**config.mk**
```make
export PLATFORM = sky130hd
export DESIGN_NAME = alu_ctrl_fsm
export DESIGN_NICKNAME = d
export VERILOG_FILES = /design/src/rtl/alu_ctrl_fsm.sv
export SDC_FILE = /design/constraint.sdc
export NUM_CORES = 1
export LEC_CHECK = 0
export CORE_MARGIN = 1.5
export CORE_UTILIZATION = 37
export CTS_CLUSTER_DIAMETER = 120
export DETAILED_ROUTE_END_ITERATION = 16
export GPL_TIMING_DRIVEN = 0
export PLACE_DENSITY = 0.75
export SYNTH_ARGS = -nofsm -noshare
export SYNTH_HDL_FRONTEND = slang
export SYNTH_SLANG_ARGS = --single-unit
```
**constraint.sdc**
```tcl
create_clock -name clk -period 1.64 [get_ports clk]
set_input_delay 0.41 -clock clk [delete_from_list [all_inputs] [get_ports clk]]
set_output_delay 0.41 -clock clk [all_outputs]
set_load 0.05 [all_outputs]
```
**src/rtl/alu_ctrl_fsm.sv**
```systemverilog
// rtl/alu_ctrl_fsm.sv - multicycle MIPS main controller driving ALU control and datapath selects
module alu_ctrl_fsm #(
  parameter int ALUCONTROL_WIDTH = 4,
  parameter int STATE_WIDTH      = 4
) (
  input  logic                        clk,
  input  logic                        rst_n,
  input  logic [5:0]                  opcode,
  input  logic [5:0]                  funct,
  input  logic                        zero,
  output logic [ALUCONTROL_WIDTH-1:0] alu_control,
  output logic                        alu_src_a,
  output logic [1:0]                  alu_src_b,
  output logic [1:0]                  pc_source,
  output logic                        pc_en,
  output logic                        i_or_d,
  output logic                        mem_read,
  output logic                        mem_write,
  output logic                        ir_write,
  output logic                        reg_dst,
  output logic                        mem_to_reg,
  output logic                        reg_write,
  output logic                        instr_done,
  output logic                        illegal
);

  typedef enum logic [STATE_WIDTH-1:0] {
    S_RESET,
    S_FETCH,
    S_DECODE,
    S_MEM_ADDR,
    S_MEM_READ,
    S_MEM_WB,
    S_MEM_WRITE,
    S_R_EXEC,
    S_R_WB,
    S_ADDI_WB,
    S_BRANCH,
    S_JUMP
  } state_t;

  // Memory-class op is latched in DECODE so MEM_ADDR never re-reads opcode.
  typedef enum logic [1:0] {
    MOP_NONE,
    MOP_LW,
    MOP_SW,
    MOP_ADDI
  } mem_op_t;

  localparam logic [5:0] OP_RTYPE = 6'b000000;
  localparam logic [5:0] OP_LW    = 6'b100011;
  localparam logic [5:0] OP_SW    = 6'b101011;
  localparam logic [5:0] OP_BEQ   = 6'b000100;
  localparam logic [5:0] OP_ADDI  = 6'b001000;
  localparam logic [5:0] OP_J     = 6'b000010;

  localparam logic [5:0] FN_ADD = 6'b100000;
  localparam logic [5:0] FN_SUB = 6'b100010;
  localparam logic [5:0] FN_AND = 6'b100100;
  localparam logic [5:0] FN_OR  = 6'b100101;
  localparam logic [5:0] FN_SLT = 6'b101010;

  localparam logic [ALUCONTROL_WIDTH-1:0] ALU_ADD = ALUCONTROL_WIDTH'(4'b0010);
  localparam logic [ALUCONTROL_WIDTH-1:0] ALU_SUB = ALUCONTROL_WIDTH'(4'b0110);
  localparam logic [ALUCONTROL_WIDTH-1:0] ALU_AND = ALUCONTROL_WIDTH'(4'b0000);
  localparam logic [ALUCONTROL_WIDTH-1:0] ALU_OR  = ALUCONTROL_WIDTH'(4'b0001);
  localparam logic [ALUCONTROL_WIDTH-1:0] ALU_SLT = ALUCONTROL_WIDTH'(4'b0111);

  state_t  state_q, state_d;
  mem_op_t mem_op_q, mem_op_d;
  logic    pc_write;
  logic    pc_write_cond;

  function automatic logic funct_ok(input logic [5:0] f);
    return (f == FN_ADD) || (f == FN_SUB) || (f == FN_AND) ||
           (f == FN_OR)  || (f == FN_SLT);
  endfunction

  function automatic logic [ALUCONTROL_WIDTH-1:0] funct_alu(input logic [5:0] f);
    logic [ALUCONTROL_WIDTH-1:0] r;
    r = '0;
    case (f)
      FN_ADD:  r = ALU_ADD;
      FN_SUB:  r = ALU_SUB;
      FN_AND:  r = ALU_AND;
      FN_OR:   r = ALU_OR;
      FN_SLT:  r = ALU_SLT;
      default: r = '0;
    endcase
    return r;
  endfunction

  always_ff @(posedge clk) begin
    if (!rst_n) begin
      state_q  <= S_RESET;
      mem_op_q <= MOP_NONE;
    end else begin
      state_q  <= state_d;
      mem_op_q <= mem_op_d;
    end
  end

  always_comb begin
    state_d       = S_FETCH;
    mem_op_d      = mem_op_q;
    alu_control   = '0;
    alu_src_a     = 1'b0;
    alu_src_b     = 2'd0;
    pc_source     = 2'd0;
    pc_write      = 1'b0;
    pc_write_cond = 1'b0;
    i_or_d        = 1'b0;
    mem_read      = 1'b0;
    mem_write     = 1'b0;
    ir_write      = 1'b0;
    reg_dst       = 1'b0;
    mem_to_reg    = 1'b0;
    reg_write     = 1'b0;
    instr_done    = 1'b0;
    illegal       = 1'b0;

    case (state_q)
      S_RESET: begin
        state_d = S_FETCH;
      end
      S_FETCH: begin
        mem_read    = 1'b1;
        ir_write    = 1'b1;
        alu_src_b   = 2'd1;
        alu_control = ALU_ADD;
        pc_write    = 1'b1;
        state_d     = S_DECODE;
      end
      S_DECODE: begin
        // ALUOut captures PC+4 + (imm << 2) for a possible beq.
        alu_src_b   = 2'd3;
        alu_control = ALU_ADD;
        mem_op_d    = MOP_NONE;
        case (opcode)
          OP_RTYPE: begin
            if (funct_ok(funct)) state_d = S_R_EXEC;
            else                 illegal = 1'b1;
          end
          OP_LW: begin
            mem_op_d = MOP_LW;
            state_d  = S_MEM_ADDR;
          end
          OP_SW: begin
            mem_op_d = MOP_SW;
            state_d  = S_MEM_ADDR;
          end
          OP_ADDI: begin
            mem_op_d = MOP_ADDI;
            state_d  = S_MEM_ADDR;
          end
          OP_BEQ:  state_d = S_BRANCH;
          OP_J:    state_d = S_JUMP;
          default: illegal = 1'b1;
        endcase
      end
      S_MEM_ADDR: begin
        alu_src_a   = 1'b1;
        alu_src_b   = 2'd2;
        alu_control = ALU_ADD;
        case (mem_op_q)
          MOP_LW:   state_d = S_MEM_READ;
          MOP_SW:   state_d = S_MEM_WRITE;
          MOP_ADDI: state_d = S_ADDI_WB;
          default:  state_d = S_FETCH;
        endcase
      end
      S_MEM_READ: begin
        mem_read = 1'b1;
        i_or_d   = 1'b1;
        state_d  = S_MEM_WB;
      end
      S_MEM_WB: begin
        reg_write  = 1'b1;
        mem_to_reg = 1'b1;
        instr_done = 1'b1;
      end
      S_MEM_WRITE: begin
        mem_write  = 1'b1;
        i_or_d     = 1'b1;
        instr_done = 1'b1;
      end
      S_R_EXEC: begin
        alu_src_a   = 1'b1;
        alu_control = funct_alu(funct);
        state_d     = S_R_WB;
      end
      S_R_WB: begin
        reg_write  = 1'b1;
        reg_dst    = 1'b1;
        instr_done = 1'b1;
      end
      S_ADDI_WB: begin
        reg_write  = 1'b1;
        instr_done = 1'b1;
      end
      S_BRANCH: begin
        alu_src_a     = 1'b1;
        alu_control   = ALU_SUB;
        pc_source     = 2'd1;
        pc_write_cond = 1'b1;
        instr_done    = 1'b1;
      end
      S_JUMP: begin
        pc_source  = 2'd2;
        pc_write   = 1'b1;
        instr_done = 1'b1;
      end
      default: begin
        state_d = S_FETCH;
      end
    endcase
  end

  assign pc_en = pc_write | (pc_write_cond & zero);

endmodule

```
== Word-level counts from Yosys, hierarchy flattened ==
Cells that the tools add are included.
Widths: inputs -> output; s select.

* Eq/ne operators: 24
* Reduce and logical (&&, ||, !) cells: 14
* Mux-type cells: 23
* Bitwise gates (word level): 2

{| class="wikitable"
|+ Operator list
! cell !! number
|-
| $eq 6x6->1 const B || 7
|-
| $pmux 4 s5 || 1
|-
| $eq 4x3->1 const B || 4
|-
| $eq 4x4->1 const B || 4
|-
| $pmux 4 s4 || 1
|-
| $mux 1 || 13
|-
| $pmux 2 s3 || 2
|-
| $pmux 3 s4 || 1
|-
| $pmux 4 s3 || 1
|-
| $reduce_or 3->1 || 4
|-
| $pmux 3 s3 || 1
|-
| $eq 4x2->1 const B || 2
|-
| $eq 6x2->1 const B || 1
|-
| $eq 6x3->1 const B || 1
|-
| $eq 6x4->1 const B || 1
|-
| $logic_not 6->1 || 1
|-
| $reduce_or 2->1 || 3
|-
| $reduce_or 6->1 || 1
|-
| $reduce_or 5->1 || 1
|-
| $eq 2x2->1 const B || 2
|-
| $eq 4x1->1 const B || 1
|-
| $logic_or 1x1->1 || 4
|-
| $pmux 2 s2 || 1
|-
| $mux 3 || 1
|-
| other kinds (4) || 4
|}

* Word-level logic and storage cells: 65
* Output and inout bits: 19
* Bits in registers: 6
* Input port bits: 15

== Depth between registers and ports, before layout ==
* Word-level depth: 8
* Depth in mapped cells: 6
* Mapped depth without buffers: 6

== Worst setup path before layout ==
OpenSTA, ideal clock, no wires.

* Kind: flip-flop to output port
* From: register state_q[2]
* To: output alu_control[0]
* Stages on the path, launching flop included: 4
* Data arrival time: 2.200 ns
* Required time: 1.230 ns
* Path buffers: 1
* Path slack: -0.970 ns
* Cells stage by stage: dfxtp_1 -> clkbuf_1 -> nand2b_1 -> nor4_1

* Cells in the longest elaborated chain, start to end: 3
* Elaborated cells between the ends (all ways): 7
* Those cells by class: eq/ne (5); mux (1); reduce/logical (1)

{| class="wikitable"
|+ Ends and longest elaborated chain
! element !! line !! source
|-
| from (decl) || 69 || <nowiki>state_t state_q, state_d;</nowiki>
|-
| from (signal assigned) || 98 || <nowiki>state_q <= state_d;</nowiki>
|-
| $eq 4x2->1 or $eq 4x1->1 (tied branches) || 122 || <nowiki>case (state_q)</nowiki>
|-
| $reduce_or 3->1 (no line) || -- ||
|-
| $pmux 3 s3 (*) || 122 ||
|-
| to (decl) || 11 || <nowiki>output logic [ALUCONTROL_WIDTH-1:0] alu_control,</nowiki>
|}

Every way passes the cells marked *; elsewhere a longest branch is shown, timed or not.

== Worst setup path after layout ==
* From: register state_q[0]
* To: output alu_control[1]

Same word-level chain as after synthesis.

==> reports/metrics.yaml <==
post-synth-top-count-cell: "nor2_1"
cp.arrival_ns: 1.52
yosys.cell_types.count: 43
yosysSeqAreaShare_pct: 15.95
pin_count: 34
maxCapViolations: 0
cts_tree: "built"
finalHoldViolations: 0
worstHoldPathCells: 2
outcome: "complete, but fails checks"
die_y_um: 48.12
critPathMaxFanout: 5
crit_family: "compound AO/OA/AOI/OAI gates"
start_kind: "register"
hold_start: "mem_op_q[1]$_SDFFE_PN0P_"
hold_buffers: 0
synth.top_cells.by_count: "nor2_1, nand2_1, nand2b_1"
synth_area_leader_cell: "dfxtp_1"
port_buffers: 30
drive_gt1_share_pct: 62.73
cts_root_buffer: "clkbuf_4"
ys_warn_count: 0
synthCells: 109
antennaDiodeCount: 0
fp-row-count: 16
ys_async_sr_fraction_pct: 0
drc: 0
synth-xor-area-share_pct: 2.326
worst-path-buf-inv: 2
synth_fp_nets: 126
ant_nets: 0
cts-htree-levels: 1
grt_pass1_wl_mm: 4.312
synth_flop_cell: "dfxtp_1"
finalWorstSetupSlack_ns: -0.2863
rrSetupSlack_ns: 0.10
worstSkewPairLatency_ns: 0.24
syn_to_final_growth_pct: 128.2
initial_utilization_pct: 38.79
grt_pass1_vias: 950
synth-compound-area-share_pct: 25.91
clkTransAtPathRegs_ns: 0.05
fin_crit_ns: 1.926
path_class: "register to output port"
min_period_over_period_pct: 117.5
cts_sinks: 6
reg2reg_depth: 6
cp_data_required_time_ns: 1.23
cellPowerDensity_mw_per_mm2: 436.5
synth-simple-area-share_pct: 43.02
synth_top_family_by_area: "simple AND/OR/NAND/NOR gates"
die_w_um: 48.12
combPwrFrac_pct: 60.5
wl_per_cell_um: 20.05
ir_drop_mv: 0.5705
cts_buffers: 3
nets: 180
swShare_pct: 40.66
dp_hpwl_mm: 1.785
p_seq_share_pct: 21.5
synth_area_per_cell_um2: 6.910
synth-seq-cells: 6
synth_edf_count: 0
power.switching_uw: 305.1
cp-end-kind: "output port"
rsz0062_at_grt: "yes"
first_pass_iters: 4
min_to: "mem_op_q[1]$_SDFFE_PN0P_"
total_power_uw: 750.5
core_mm2: 0.001942
syn_area_um2: 753.2
synthMuxAreaShare_pct: 1.329
antenna_found_initial: 0
grt_usage_pct: 26.61
worstPathCellList: "buf_6 > nor2b_4 > o2111ai_1 > o21ai_1 > a22o_2 > buf_8"
num_vias: 1119
postLayoutCellArea_mm2: 0.001719
rr_endpoint: "mem_op_q[0]$_SDFFE_PN0P_"
setup_viol: 13
grt_max_degree: 11
drtIter0Drc: 40
grt_overflow: 0
routed_wl_mm: 3.770
routabilityCongestion: 0.8372
slowest_stage: "dfxtp_4"
hold_class: "register to register"
dieArea_mm2: 0.002316
drt-vias-per-instance: 5.952
synth_top_area_share_pct: 15.95
fmax_ghz: 0.5191
synth_adder_area_share_pct: 4.651
placed_cell_area_mm2: 0.001222
power_leakage_uw: 0.0006621
cp-startpoint: "state_q[0]$_SDFF_PN0_"
power_frac_clock_pct: 18.0
violations: "setup timing"
synthTopCellsByArea: "dfxtp_1, nor2_1, nand2b_1, nor3_1, nor2b_1"
cp_slowest_stage_delay_ns: 0.38
dp_slack_ns: -1.349
crit-reg2reg-launch: "state_q[0]$_SDFF_PN0_"
p_int_uw: 445.4
clk_path_buf_depth: 2
fin_skew_ns: 0.002469
slew_viol_final: 0
-- cells by family (layout without fill, tap and decap cells) --
| group | count (synthesis) | after routing |
|---|---|---|
| flip-flops | 6 | 6 |
| other | 1 | 1 |
| adder cells (fa/ha/maj) | 3 | 3 |
| multiplexers | 1 | 1 |
| XOR/XNOR | 2 | 2 |
| buffers and inverters | 11 | 63 |
| AND/OR/NAND/NOR | 58 | 58 |
| AO/OA/AOI/OAI | 27 | 27 |
-- metrics by stage --
step | util, % | setup TNS, ns | std cells | hold WS, ns
finish | 88.53 | -1.931 | 188 | 0.4856
global route | 88.53 | -2.655 | 188 | 0.5163
CTS | 79.90 | -0.9350 | 183 | 0.4868
detailed placement | 62.95 | -12.67 | 166 | 0.4808
global placement | 62.95 | -11.99 | 166 | 0.4722
floorplan | - | -0.6736 | 109 | 0.4584
-- worst max-delay path by stage --
stage	end	slack (ns)	cells after the start
floorplan	pc_source[1]	-0.13	3
global placement	illegal	-1.30	5
detailed placement	illegal	-1.35	5
CTS	illegal	-0.20	4
global route	alu_control[1]	-0.32	6
finish	alu_control[1]	-0.29	6
-- state kept, by name (all words and copies together) (netlist names) --
name,cells
state_q,4
mem_op_q,2
-- timing repair --
action | CTS | global route
pin swaps | 18 | 11
setup buffers | 14 | 5
cloned | 0 | 0
gates resized for setup | 208 | 32
endpoints found under the setup margin | 21 | 18
-- routing by layer --
metal  GRT usage, %  wire [um]  vias to the layer above
li1               -          -                      509
met1          30.29       1495                      520
met2          49.33       1850                       74
met3          4.815        273                       16
met4          9.189        150                        0
met5              0          0                        -
-- layout by cell type (no fill, tap or decap), types with 2 or more instances in the layout --
cell and count:
buf_6 24, buf_4 12, nor2_4 7, nand2_1 7, buf_8 6, nor2_1 6, nand2b_4 5, clkbuf_8 4
nor3_4 4, nor2b_4 4, nand2b_1 4, a21boi_0 4, inv_1 3, a21oi_4 3, o211ai_1 3, nor3_1 3
clkbuf_4 3, buf_2 3, dfxtp_4 3, and2_4 2, a31oi_2 2, nor4_4 2, nor2_2 2, nand3_1 2
o32a_1 2, ha_1 2, clkdlybuf4s15_2 2, dlygate4sd2_1 2, buf_12 2, dfxtp_1 2
-- power groups by stage --
stage | clock network, uW | logic (uW) | registers [uW]
floorplan | 0 | 206 | 161
global placement | 0 | 298 | 163
detailed placement | 0 | 303 | 164
CTS | 140 | 398 | 159
global route | 150 | 473 | 161
finish | 135 | 454 | 161
-- worst reg2reg max path: cells and delay by family (launching register included) --
family	cells	cell delay (ns)
AND/OR/NAND/NOR	3	0.62
flip-flops	1	0.36
buffers and inverters	2	0.27
AO/OA/AOI/OAI	1	0.21
-- final cells by class --
type                            count  area, um^2
Multi-Input combinational cell     92       898.4
Inverter                            3       11.26
Sequential cell                     6       132.6
Buffer                              8       103.9
Fill cell                          82       222.7
Tap cell                           27       33.78
Timing Repair Buffer               49       516.7
Clock buffer                        3       22.52
Note: power is estimated with default switching activity, not from simulation.
